### src/rtl/fjs_pkg.sv
// Shared types for the fork/join scheduler: join modes, FSM states and the
// raw mode-code decode used when a go request is accepted.
package fjs_pkg;

  localparam logic [1:0] MODE_ALL  = 2'd0;
  localparam logic [1:0] MODE_ANY  = 2'd1;
  localparam logic [1:0] MODE_NONE = 2'd2;

  typedef enum logic [1:0] {
    JOIN_ALL  = 2'd0,
    JOIN_ANY  = 2'd1,
    JOIN_NONE = 2'd2
  } join_mode_e;

  typedef enum logic [1:0] {
    IDLE      = 2'd0,
    FORK      = 2'd1,
    JOIN_WAIT = 2'd2,
    TAIL_WAIT = 2'd3
  } fjs_state_e;

  // The reserved code 3 behaves as join-all.
  function automatic join_mode_e decode_mode(input logic [1:0] raw);
    case (raw)
      MODE_ALL:  return JOIN_ALL;
      MODE_ANY:  return JOIN_ANY;
      MODE_NONE: return JOIN_NONE;
      default:   return JOIN_ALL;
    endcase
  endfunction

endpackage

### src/rtl/fork_join_sched_if.sv
// Control and engine handshake bundle of the fork/join scheduler.
// The tmo_limit / err_tmo pair only exists when FJS_TIMEOUT_EN is defined.
interface fork_join_sched_if #(
  parameter int N_JOBS = 3
`ifdef FJS_TIMEOUT_EN
  , parameter int TMO_W = 16
`endif
);

  logic              go;
  logic [1:0]        mode;
  logic [N_JOBS-1:0] fork_mask;
  logic [N_JOBS-1:0] job_start;
  logic [N_JOBS-1:0] job_done;
  logic              tail_start;
  logic              tail_done;
  logic              ready;
  logic              joined;
  logic              finish;
  logic [N_JOBS-1:0] outstanding;
`ifdef FJS_TIMEOUT_EN
  logic [TMO_W-1:0]  tmo_limit;
  logic              err_tmo;
`endif

`ifdef FJS_TIMEOUT_EN
  modport master (
    output go, mode, fork_mask, job_done, tail_done, tmo_limit,
    input  job_start, tail_start, ready, joined, finish, outstanding, err_tmo
  );
  modport slave (
    input  go, mode, fork_mask, job_done, tail_done, tmo_limit,
    output job_start, tail_start, ready, joined, finish, outstanding, err_tmo
  );
`else
  modport master (
    output go, mode, fork_mask, job_done, tail_done,
    input  job_start, tail_start, ready, joined, finish, outstanding
  );
  modport slave (
    input  go, mode, fork_mask, job_done, tail_done,
    output job_start, tail_start, ready, joined, finish, outstanding
  );
`endif

endinterface

### src/rtl/fjs_done_tracker.sv
// Outstanding-job bookkeeping: loads the fork mask, clears bits on valid
// done pulses and remembers whether any forked job has completed.
module fjs_done_tracker #(
  parameter int N_JOBS = 3
) (
  input  logic              clk,
  input  logic              rst_n,
  input  logic              load_i,
  input  logic [N_JOBS-1:0] load_mask_i,
  input  logic              clear_i,
  input  logic [N_JOBS-1:0] job_start_i,
  input  logic [N_JOBS-1:0] job_done_i,
  output logic [N_JOBS-1:0] outstanding_o,
  output logic [N_JOBS-1:0] remain_o,
  output logic              any_done_o
);

  logic [N_JOBS-1:0] outstanding_q, outstanding_d;
  logic [N_JOBS-1:0] done_eff;
  logic              any_done_q, any_done_d;

  // A done counts only for a job still outstanding and not being started
  // in the same cycle (engines need at least one cycle to finish).
  for (genvar gi = 0; gi < N_JOBS; gi++) begin : g_bit
    assign done_eff[gi] = job_done_i[gi] & outstanding_q[gi] & ~job_start_i[gi];
  end

  // remain/any_done ignore load and clear so the FSM can use them without
  // feeding back into its own control decisions.
  assign remain_o      = outstanding_q & ~done_eff;
  assign any_done_o    = any_done_q | (|done_eff);
  assign outstanding_o = outstanding_q;

  // Next-state of the outstanding set: clear wins, then load, then dones.
  always_comb begin
    outstanding_d = remain_o;
    any_done_d    = any_done_o;
    if (clear_i) begin
      outstanding_d = '0;
      any_done_d    = 1'b0;
    end else if (load_i) begin
      outstanding_d = load_mask_i;
      any_done_d    = 1'b0;
    end
  end

  // Outstanding register and the sticky any-done flag.
  always_ff @(posedge clk or negedge rst_n) begin
    if (!rst_n) begin
      outstanding_q <= '0;
      any_done_q    <= 1'b0;
    end else begin
      outstanding_q <= outstanding_d;
      any_done_q    <= any_done_d;
    end
  end

endmodule

### src/rtl/fork_join_sched.sv
// Fork/join scheduler: forks a group of job engines, waits on a join-all,
// join-any or join-none condition, then launches a single tail job.
// Optional macro FJS_TIMEOUT_EN adds a wait-state timeout with a sticky error.
module fork_join_sched
  import fjs_pkg::*;
#(
  parameter int N_JOBS = 3
`ifdef FJS_TIMEOUT_EN
  , parameter int TMO_W = 16
`endif
) (
  input  logic             clk,
  input  logic             rst_n,
  fork_join_sched_if.slave bus
);

  fjs_state_e        state_q, state_d;
  join_mode_e        mode_q, mode_d;
  logic [N_JOBS-1:0] mask_q, mask_d;
  logic [N_JOBS-1:0] job_start_q, job_start_d;
  logic              tail_start_q, tail_start_d;
  logic              joined_q, joined_d;
  logic              finish_q, finish_d;
  logic              ready_q, ready_d;
  logic              accept, load, clear, join_cond;
  logic [N_JOBS-1:0] outstanding, remain;
  logic              any_done;
`ifdef FJS_TIMEOUT_EN
  logic [TMO_W-1:0]  cnt_q, cnt_d, cnt_inc;
  logic              err_tmo_q, err_tmo_d;
  logic              in_wait;
`endif

  fjs_done_tracker #(.N_JOBS(N_JOBS)) u_tracker (
    .clk           (clk),
    .rst_n         (rst_n),
    .load_i        (load),
    .load_mask_i   (bus.fork_mask),
    .clear_i       (clear),
    .job_start_i   (job_start_q),
    .job_done_i    (bus.job_done),
    .outstanding_o (outstanding),
    .remain_o      (remain),
    .any_done_o    (any_done)
  );

  // Join condition evaluated on the outstanding set after this cycle's dones.
  always_comb begin
    join_cond = 1'b0;
    case (mode_q)
      JOIN_ANY:  join_cond = any_done;
      JOIN_NONE: join_cond = 1'b1;
      default:   join_cond = (remain == '0);
    endcase
    if (mask_q == '0) join_cond = 1'b1;
  end

  // FSM next state and registered-output next values. joined/tail_start are
  // looked ahead so they are visible in the last JOIN_WAIT cycle.
  always_comb begin
    state_d      = state_q;
    mode_d       = mode_q;
    mask_d       = mask_q;
    job_start_d  = '0;
    tail_start_d = 1'b0;
    joined_d     = 1'b0;
    finish_d     = 1'b0;
    load         = 1'b0;
    clear        = 1'b0;
    accept       = bus.go & ready_q;
    case (state_q)
      IDLE: begin
        if (accept) begin
          state_d     = FORK;
          mode_d      = decode_mode(bus.mode);
          mask_d      = bus.fork_mask;
          job_start_d = bus.fork_mask;
          load        = 1'b1;
        end
      end
      FORK: begin
        state_d = JOIN_WAIT;
        if (join_cond) begin
          joined_d     = 1'b1;
          tail_start_d = 1'b1;
        end
      end
      JOIN_WAIT: begin
        if (joined_q) begin
          state_d = TAIL_WAIT;
        end else if (join_cond) begin
          joined_d     = 1'b1;
          tail_start_d = 1'b1;
        end
      end
      TAIL_WAIT: begin
        if (bus.tail_done) begin
          state_d  = IDLE;
          finish_d = 1'b1;
        end
      end
      default: state_d = IDLE;
    endcase
`ifdef FJS_TIMEOUT_EN
    in_wait   = (state_q == JOIN_WAIT) || (state_q == TAIL_WAIT);
    cnt_inc   = cnt_q + TMO_W'(1);
    err_tmo_d = accept ? 1'b0 : err_tmo_q;
    // Normal progress takes priority over a timeout in the same cycle.
    if (in_wait && (state_d == state_q) && !joined_d &&
        (bus.tmo_limit != '0) && (cnt_inc == bus.tmo_limit)) begin
      state_d      = IDLE;
      joined_d     = 1'b0;
      tail_start_d = 1'b0;
      clear        = 1'b1;
      err_tmo_d    = 1'b1;
    end
    cnt_d = (in_wait && (state_d == state_q)) ? cnt_inc : '0;
`endif
    ready_d = (state_d == IDLE) && (clear || (remain == '0));
  end

  // State and output registers.
  always_ff @(posedge clk or negedge rst_n) begin
    if (!rst_n) begin
      state_q      <= IDLE;
      mode_q       <= JOIN_ALL;
      mask_q       <= '0;
      job_start_q  <= '0;
      tail_start_q <= 1'b0;
      joined_q     <= 1'b0;
      finish_q     <= 1'b0;
      ready_q      <= 1'b1;
    end else begin
      state_q      <= state_d;
      mode_q       <= mode_d;
      mask_q       <= mask_d;
      job_start_q  <= job_start_d;
      tail_start_q <= tail_start_d;
      joined_q     <= joined_d;
      finish_q     <= finish_d;
      ready_q      <= ready_d;
    end
  end

`ifdef FJS_TIMEOUT_EN
  // Wait-state cycle counter and sticky timeout flag.
  always_ff @(posedge clk or negedge rst_n) begin
    if (!rst_n) begin
      cnt_q     <= '0;
      err_tmo_q <= 1'b0;
    end else begin
      cnt_q     <= cnt_d;
      err_tmo_q <= err_tmo_d;
    end
  end

  assign bus.err_tmo = err_tmo_q;
`endif

  assign bus.job_start   = job_start_q;
  assign bus.tail_start  = tail_start_q;
  assign bus.joined      = joined_q;
  assign bus.finish      = finish_q;
  assign bus.ready       = ready_q;
  assign bus.outstanding = outstanding;

endmodule

### src/flat_wrapper.sv
// flat-port wrapper written by rule: the top's interface ports become plain ports
module fork_join_sched_flat import fjs_pkg::*;
#(
  parameter int N_JOBS = 3

)
  (clk, rst_n, bus_go, bus_mode, bus_fork_mask, bus_job_done, bus_tail_done, bus_job_start, bus_tail_start, bus_ready, bus_joined, bus_finish, bus_outstanding);
  fork_join_sched_if #(.N_JOBS(N_JOBS)) bus_i ();
  input  logic clk;
  input  logic rst_n;
  input wire logic [$bits(bus_i.go)-1:0] bus_go;
  input wire logic [$bits(bus_i.mode)-1:0] bus_mode;
  input wire logic [$bits(bus_i.fork_mask)-1:0] bus_fork_mask;
  input wire logic [$bits(bus_i.job_done)-1:0] bus_job_done;
  input wire logic [$bits(bus_i.tail_done)-1:0] bus_tail_done;
  output wire logic [$bits(bus_i.job_start)-1:0] bus_job_start;
  output wire logic [$bits(bus_i.tail_start)-1:0] bus_tail_start;
  output wire logic [$bits(bus_i.ready)-1:0] bus_ready;
  output wire logic [$bits(bus_i.joined)-1:0] bus_joined;
  output wire logic [$bits(bus_i.finish)-1:0] bus_finish;
  output wire logic [$bits(bus_i.outstanding)-1:0] bus_outstanding;
  assign bus_i.go = bus_go;
  assign bus_i.mode = bus_mode;
  assign bus_i.fork_mask = bus_fork_mask;
  assign bus_i.job_done = bus_job_done;
  assign bus_i.tail_done = bus_tail_done;
  assign bus_job_start = bus_i.job_start;
  assign bus_tail_start = bus_i.tail_start;
  assign bus_ready = bus_i.ready;
  assign bus_joined = bus_i.joined;
  assign bus_finish = bus_i.finish;
  assign bus_outstanding = bus_i.outstanding;
  fork_join_sched #(.N_JOBS(N_JOBS)) u_core (.clk(clk), .rst_n(rst_n), .bus(bus_i));
endmodule
### config.mk
export PLATFORM = sky130hd
export DESIGN_NAME = fork_join_sched_flat
export DESIGN_NICKNAME = d
export VERILOG_FILES = /design/src/rtl/fjs_pkg.sv /design/src/rtl/fork_join_sched_if.sv /design/src/rtl/fjs_done_tracker.sv /design/src/rtl/fork_join_sched.sv /design/src/flat_wrapper.sv
export SDC_FILE = /design/constraint.sdc
export NUM_CORES = 1
export LEC_CHECK = 0
export ABC_AREA = 1
export CORE_UTILIZATION = 47
export CTS_CLUSTER_SIZE = 20
export DETAILED_ROUTE_END_ITERATION = 16
export GPL_TIMING_DRIVEN = 0
export PLACE_DENSITY = 0.77
export SLEW_MARGIN = 10
export SYNTH_ARGS = -nofsm -noshare
export SYNTH_HDL_FRONTEND = slang
export SYNTH_SLANG_ARGS = --single-unit
### constraint.sdc
create_clock -name clk -period 1.7 [get_ports clk]
set_input_delay 0.255 -clock clk [delete_from_list [all_inputs] [get_ports clk]]
set_output_delay 0.255 -clock clk [all_outputs]
set_load 0.01 [all_outputs]
* After elaboration in Yosys (flattened, before gate mapping)
Index checks and enable logic that the tools add are counted.
Word-level totals: register bits after elaboration 17
Operators by class: bitwise logic cells 13, mux-type cells 18, equal/unequal tests 7, reduce and logical (&&, ||, !) cells 7
Operators by type and width (count):
- $mux 3 | 3
- $eq 2x2->1 const B | 4
- $mux 1 | 8
- $pmux 2 s4 | 1
- $and 1x1->1 | 7
- $eq 2x1->1 const B | 3
- $logic_not 3->1 | 2
- $mux 2 | 3
- $logic_not 2->1 | 2
- $pmux 1 s2 | 2
- $pmux 2 s2 | 1
- $and 3x3->3 | 1
- $not 1->1 | 3
- $not 3->3 | 1
- $reduce_or 3->1 | 1
- $reduce_and 2->1 | 1
- $logic_and 1x1->1 | 1
- $or 1x1->1 | 1

* Depth between registers and ports, before layout
Gate-level depths: netlist of run 1.
word-level depth 10, depth in mapped cells 8, mapped depth without buffers 8

* Modules after synthesis
Synthesis of run 1 repeated with hierarchy kept, for this count alone.
Unflattened totals: cell total of the unflattened synthesis 113, area total of the unflattened synthesis 914.6 µm²
By module, submodules not included:
- fork_join_sched | cells each 82, area each 696.9 µm², times used 1, seq. area each 326.6 µm²
- fjs_done_tracker | cells each 31, area each 217.7 µm², times used 1, seq. area each 100.1 µm²

* Least setup slack after synthesis of run 1
Ideal clock, no wire load.
path type register to register, from reg u_core.state_q[0], to reg u_core.u_tracker.outstanding_q[0], in the netlist u_core.u_tracker.outstanding_o[0], setup slack 0.498 ns, arrival time 1.076 ns, stages on the path, launching flop included 8, data required time 1.574 ns, path through dfrtp_1 -> inv_1 -> ha_1 -> inv_2 -> nor2_4 -> buf_6 -> nand2_2 -> o21ai_0
On the way: word-level cells in the longest chain between the ends 3
Ends and longest elaborated chain:
- from (decl) | RTL line fork_join_sched.sv:17 | fjs_state_e state_q, state_d;
- from (signal assigned) | RTL line fork_join_sched.sv:134 | state_q <= state_d;
- $logic_not 2->1 | RTL line fork_join_sched.sv:71 | case (state_q)
- $mux 1 | RTL line fork_join_sched.sv:71
- $mux 3 | RTL line fjs_done_tracker.sv:41 | end else if (load_i) begin
- via u_core.u_tracker.outstanding_d[0] | RTL line fjs_done_tracker.sv:18 | logic [N_JOBS-1:0] outstanding_q, outstanding_d;
- to (signal assigned) | RTL line fjs_done_tracker.sv:53 | outstanding_q <= outstanding_d;
- to (decl) | RTL line fjs_done_tracker.sv:18
The timed path passes the listed nets, and every way through them passes these cells. A chain may end at the register's enable or synchronous reset.

* Worst setup path after layout of run 1
from reg u_core.ready_q, in the netlist u_core.bus.ready, to out bus_ready
RTL lines:
- from (decl) | RTL line fork_join_sched.sv:24 | logic ready_q, ready_d;
- from (signal assigned) | RTL line fork_join_sched.sv:141 | ready_q <= ready_d;
- to (decl) | RTL line flat_wrapper.sv:18 | output wire logic [$bits(bus_i.ready)-1:0] bus_ready;
No word-level cell between the ends.

==> results of run 1 <==
[cell type report]
type | instances | area share (%)
buffer | 2 | 1.65
clock buffer | 4 | 2.31
inverter | 19 | 6.26
multi-input combinational | 59 | 31.2
sequential | 17 | 37.4
tap | 25 | 2.74
timing repair buffer | 21 | 18.4
[layer usage]
metal | GRT usage [%] | wire, um | vias up
li1 | - | - | 354
met1 | 24.7 | 688 | 302
met2 | 26.1 | 740 | 12
met3 | 3.60 | 49 | 2
met4 | 7.27 | 15 | 0
met5 | 0 | 0 | -
[power groups by stage]
stage / clock network (mW) / logic (mW) / registers, mW
after floorplan: 0 / 0.484 / 0.644
after global placement: 0 / 0.698 / 0.633
after detailed placement: 0 / 0.716 / 0.642
after CTS: 0.214 / 0.720 / 0.634
after global routing: 0.236 / 0.816 / 0.647
final: 0.212 / 0.710 / 0.630
[registers in the layout, summed over array words and instances, names as in the netlist, 2 cells and up]
signal                          count
u_core.mask_q                       3
u_core.state_q                      2
u_core.mode_q                       2
u_core.u_tracker.outstanding_o      3
u_core.bus.job_start                3
[per-stage QoR]
stage                     setup WS, ns  hold slack, ns  area [um^2]
final                            0.103           0.397         1140
after global routing            0.0478           0.457         1140
after CTS                       0.0966           0.433         1140
after detailed placement         0.276           0.487         1110
after global placement           0.303           0.489         1110
after floorplan                  0.498         -0.0406          872
[cells in the final DEF (no fill, tap or decap), types with 2 or more instances in the layout]
cell type | Yosys | final
inv_1 | 16 | 16
nor2_1 | 8 | 8
nand2_2 | 3 | 3
nand3_1 | 3 | 3
nand2_1 | 15 | 15
o21ai_2 | 3 | 3
o21ai_1 | 2 | 2
o21ai_0 | 8 | 8
a21oi_1 | 4 | 4
inv_2 | 3 | 3
clkdlybuf4s50_1 | 0 | 21
dfrtp_1 | 16 | 16
ha_1 | 6 | 6
clkbuf_4 | 0 | 3
[how the worst max path moves through the flow]
stage,depth (start not counted),slack [ns],end
final,1,0.10,bus_ready
after global routing,1,0.05,bus_ready
after CTS,1,0.1,bus_ready
after detailed placement,7,0.28,u_core.bus.tail_start
after global placement,7,0.30,u_core.bus.tail_start
after floorplan,7,0.50,u_core.u_tracker.outstanding_o[0]
[cell families (layout without fill, tap and decap cells)]
| kind of cell | Yosys count | after routing |
|---|---|---|
| AOI/OAI and AO/OA | 19 | 19 |
| adders and majority gates | 6 | 6 |
| and+or+nand+nor | 34 | 34 |
| buffers and inverters | 21 | 46 |
| DFF | 17 | 17 |
==> impl_metrics.py, run 1 <==
metrics = {
    "clocking": {
        "clock_latency_ns": 0.28,
        "cts_made_buffers": 3,
        "htreeDepth": 1,
        "ctsResizeCount": 0,
        "ctsLongestPathBuffers": 2,
        "clock-root-buffer": "clkbuf_4",
        "tritoncts": "done",
        "postCtsSetupBuffers": 0,
        "ctsHoldBuffers": 0,
        "path_clk_slew_ns": 0.10,
        "cts_sinks": 17,
    },
    "pwr": {
        "clock_power_share_pct": 13.6,
        "powerDensity_nw_per_um2": 1360,
        "p_int_mw": 0.962,
        "ir_drop_mv": 0.794,
        "leakagePower_nw": 0.587,
        "totalPowerFinal_mw": 1.55,
        "power_switching_mw": 0.590,
        "netSwitchingFraction_pct": 38.0,
        "power_frac_comb_pct": 45.8,
        "seqPwrFrac_pct": 40.6,
    },
    "timing": {
        "max_clock_freq_mhz": 626,
        "max_slew.worst_pin.slew_ns": 0.729,
        "finalMaxSlewViolations": 0,
        "period_needed_ns": 1.60,
        "skew_ns": 0.00572,
        "period_share_pct": 93.9,
        "rsz0062_at_grt": "no",
        "max_slew_margin_pct": 51.2,
        "finalSetupTns_ns": 0,
        "hold_viol": 0,
        "setup_viol": 0,
    },
    "layout": {
        "stdcell_count": 147,
        "drive_gt1_share_pct": 17.2,
        "multi_input_area_um2": 355,
        "ff_latch_area_um2": 427,
        "finalCoreUtilization_pct": 66.0,
        "area_growth_pct": 30.7,
        "n_antenna_cell": 0,
        "fillers": 149,
        "fin_nets": 141,
    },
    "worst_setup_path": {
        "cp_slowest_stage_delay_ns": 0.54,
        "critPathCaptureType": "output pin",
        "r2r_cells": 7,
        "timing_worst_setup_path_type": "reg -> out",
        "cp.required_ns": 1.44,
        "startpoint": "u_core.bus.ready",
        "crit_fanout": 2,
        "reg2reg_slack_ns": 0.35,
        "critPathSlowestCell": "dfstp_2",
        "r2r-start": "u_core.state_q[1]",
        "crit_buf_inv": 1,
        "path_delay_family": "flip-flops",
        "cp_cell_sequence": "clkdlybuf4s50_1",
        "arrival_ns": 1.34,
        "critPathLaunchType": "flop",
        "r2r-end": "u_core.mode_q[0]",
    },
    "synth": {
        "synthDistinctLibCells": 22,
        "yosys_register_bits": 17,
        "synth-xor-area-share_pct": 0,
        "synthTopCellsByArea": "dfrtp_1 (46%), ha_1 (8.6%), inv_1 (6.9%)",
        "synth_area_um2": 872,
        "synth_simple_gate_area_share_pct": 18.7,
        "synthFlopType": "dfrtp_1",
        "async_flop_share_pct": 100,
        "synthMuxAreaShare_pct": 0,
        "synth.top_cells.by_count": "dfrtp_1 (16), inv_1 (16), nand2_1 (15), nor2_1 (8), o21ai_0 (8)",
        "yosysTopAreaCellShare_pct": 45.9,
        "ys_warn_count": 0,
        "yosys.area.top_type": "dfrtp_1",
        "yosysSeqAreaShare_pct": 48.9,
        "synth_nets": 115,
        "synth_top_family_by_area": "simple AND/OR/NAND/NOR gates",
        "synth_edf_count": 0,
        "syn_area_per_cell_um2": 8.99,
        "synth_compound_area_share_pct": 13.5,
        "syn_inst": 97,
        "synth_fa_ha_area_share_pct": 8.61,
    },
    "placement": {
        "dp_hpwl_um": 1250,
        "gp_congestion": 0.728,
        "portBuffers": 21,
        "placedCellCount": 143,
    },
    "drt": {
        "route.detailed.drc": 0,
        "avgRoutedWirePerCell_um": 10.2,
        "detail_route.first_pass.iterations": 3,
        "first_iter_violations": 1,
        "vias": 670,
        "postRouteAntennaNets": 0,
        "routed_wl_um": 1490,
        "vias_per_cell": 4.56,
    },
    "floorplanning": {
        "coreArea_um2": 1730,
        "num_rows": 15,
        "die_area_um2": 2030,
        "initial_core_util_pct": 50.5,
        "ioPinCount": 22,
        "die_w_um": 45.1,
        "die_y_um": 45.1,
    },
    "job": {
        "drv_cap": 0,
    },
    "outcome": {
        "outcome": "finished clean",
    },
    "global_routing": {
        "grt.overflow.total": 0,
        "grt_pass1_vias": 603,
        "grt_max_degree": 18,
        "antenna_found_initial": 0,
        "grt_pass1_wl_um": 2530,
        "grtUsageTotal_pct": 17.5,
    },
    "min_path": {
        "min-delay-path-class": "in -> async",
    },
}
(Power assumes the default switching activity.)
==> run 2, diff against run 1 <==
Settings changed: ABC_AREA 1 to default, CORE_UTILIZATION 47 to 46.
==> impl_metrics.py, run 2 <==
metrics = {
    "outcome": {
        "outcome": "complete, but fails checks",
        "violations": "DRC",
    },
    "drt": {
        "vias_per_cell": 5.47,
        "routed_wl_um": 1620,
        "postRouteAntennaNets": 0,
        "avgRoutedWirePerCell_um": 13.4,
        "vias": 662,
        "detail_route.first_pass.iterations": 12,
        "first_iter_violations": 10,
        "route.detailed.drc": 1,
    },
    "synth": {
        "synthDistinctLibCells": 28,
        "async_flop_share_pct": 100,
        "synthFlopType": "dfrtp_1",
        "synth_nets": 98,
        "yosysSeqAreaShare_pct": 52.5,
        "synth_edf_count": 0,
        "syn_area_per_cell_um2": 10.2,
        "synth.most_common_cell": "dfrtp_1",
        "syn_inst": 80,
        "yosys_register_bits": 17,
        "synthTopCellsByArea": "dfrtp_1 (49%), ha_1 (9.2%), nand2_1 (4.6%)",
        "ys_warn_count": 0,
        "yosys.area.top_type": "dfrtp_1",
        "synth.top_cells.by_count": "dfrtp_1 (16), nand2_1 (10), inv_1 (8), ha_1 (6), o21ai_0 (6)",
        "synth_area_um2": 813,
        "yosysTopAreaCellShare_pct": 49.2,
    },
    "timing": {
        "max_slew_margin_pct": 50.9,
        "finalSetupTns_ns": 0,
        "finalMaxSlewViolations": 0,
        "period_needed_ns": 1.65,
        "rsz0062_at_grt": "no",
        "setup_viol": 0,
        "hold_viol": 0,
        "max_clock_freq_mhz": 605,
        "skew_ns": 0.00813,
        "holdWs_ns": 0.391,
        "max_slew.worst_pin.slew_ns": 0.734,
        "period_share_pct": 97.2,
    },
    "min_path": {
        "min-delay-path-class": "in -> async",
    },
    "global_routing": {
        "grt_use_met2_pct": 35.6,
        "grt_pass1_wl_um": 2720,
        "grt_most_used_layer": "met2",
        "grt_pass1_vias": 619,
        "gr-usage-met1_pct": 24.1,
        "antenna_found_initial": 0,
        "grtUsageTotal_pct": 20.6,
        "met3_usage_pct": 2.45,
        "grt.overflow.total": 0,
        "grt_max_degree": 18,
    },
    "floorplanning": {
        "die_area_um2": 1940,
        "ioPinCount": 22,
        "die_w_um": 44.0,
        "die_y_um": 44.0,
        "initial_core_util_pct": 51.6,
        "coreArea_um2": 1580,
        "num_rows": 14,
    },
    "placement": {
        "gp_congestion": 0.754,
        "portBuffers": 21,
        "dp_hpwl_um": 1250,
    },
    "worst_setup_path": {
        "critPathLaunchType": "flop",
        "critPathSlowestCell": "dfstp_2",
        "arrival_ns": 1.40,
        "path_delay_family": "flip-flops",
        "crit_buf_inv": 1,
        "critPathCaptureType": "output pin",
        "timing_worst_setup_path_type": "reg -> out",
        "cp.required_ns": 1.44,
        "cp_cell_sequence": "clkdlybuf4s50_1",
        "cp_slowest_stage_delay_ns": 0.57,
        "reg2reg_slack_ns": 0.17,
        "crit_fanout": 5,
    },
    "clocking": {
        "clock-root-buffer": "clkbuf_4",
        "cts_made_buffers": 3,
        "clock_latency_ns": 0.29,
        "htreeDepth": 1,
        "tritoncts": "done",
        "ctsLongestPathBuffers": 2,
        "cts_sinks": 17,
        "path_clk_slew_ns": 0.10,
    },
    "layout": {
        "area_growth_pct": 31.8,
        "n_antenna_cell": 0,
        "final_common_cell": "clkdlybuf4s50_1",
        "fin_nets": 124,
        "drive_gt1_share_pct": 9.52,
        "most-common-layout-cells": "clkdlybuf4s50_1 (21), dfrtp_1 (16), nand2_1 (10), inv_1 (8), o21ai_0 (6)",
    },
    "job": {
        "drv_cap": 0,
    },
    "pwr": {
        "powerDensity_nw_per_um2": 1420,
        "ir_drop_mv": 0.829,
        "leakagePower_nw": 0.538,
    },
}
run 2: timing repair:
item | CTS | global route
buffers inserted | 0 | 0
setup endpoints to repair | 0 | 2
endpoints found under the hold margin | 0 | 0
hold buffers | 0 | 0
gates resized for setup | 0 | 1
run 2: cell type report:
cell class | count | area, um^2
multi-input cells | 51 | 339
flip-flops and latches | 17 | 427
plain buffers | 2 | 12.5
fillers | 123 | 504
inverters | 10 | 37.5
repair buffers | 21 | 210
well taps | 16 | 20.0
clock buffers | 4 | 26.3
run 2: cell families (layout without fill, tap and decap cells):
logic type / Yosys count / after routing / synth area share [%]
flip-flops: 17 / 17 / 52.5
buffers and inverters: 12 / 37 / 6.15
AO/OA/AOI/OAI: 16 / 16 / 11.8
multiplexers: 1 / 1 / 1.23
AND/OR/NAND/NOR: 28 / 28 / 19.1
adder cells (fa/ha/maj): 6 / 6 / 9.23
run 2: final timing paths:
kind / from / to / depth (start not counted)
min in group clk: u_core.mask_q[1] / u_core.mask_q[1] / 2
max: u_core.bus.ready / bus_ready / 1
min: rst_n / u_core.bus.job_start[2] / 1
max in group asynchronous: rst_n / u_core.bus.job_start[1] / 1
max reg2reg: u_core.state_q[0] / u_core.u_tracker.outstanding_o[1] / 6
min reg2reg: u_core.mask_q[1] / u_core.mask_q[1] / 2
run 2: stage by stage:
step / cell area (um^2) / utilization, % / total power, mW / setup WS (ns) / instances
after CTS: 1070 / 67.9 / 1.53 / 0.0361 / 121
after detailed placement: 1040 / 66.2 / 1.32 / 0.0933 / 117
after global placement: 1040 / 66.2 / 1.28 / 0.0953 / 117
after global routing: 1070 / 68.0 / 1.65 / 0.00447 / 121
after floorplan: 813 / - / 1.06 / 0.353 / 80
final: 1070 / 68.0 / 1.52 / 0.0475 / 121
run 2: where the power goes:
part           total [mW]  switching, mW  leakage [nW]  internal [mW]
Sequential          0.658          0.101         0.221          0.556
Combinational       0.650          0.317         0.302          0.333
Clock               0.213          0.122        0.0150         0.0913
Total                1.52          0.540         0.538          0.981
run 2: routing by layer:
layer | vias up | wire, um
met2 | 17 | 809
li1 | 322 | -
met5 | - | 0
met4 | 0 | 34
met1 | 319 | 721
met3 | 4 | 57
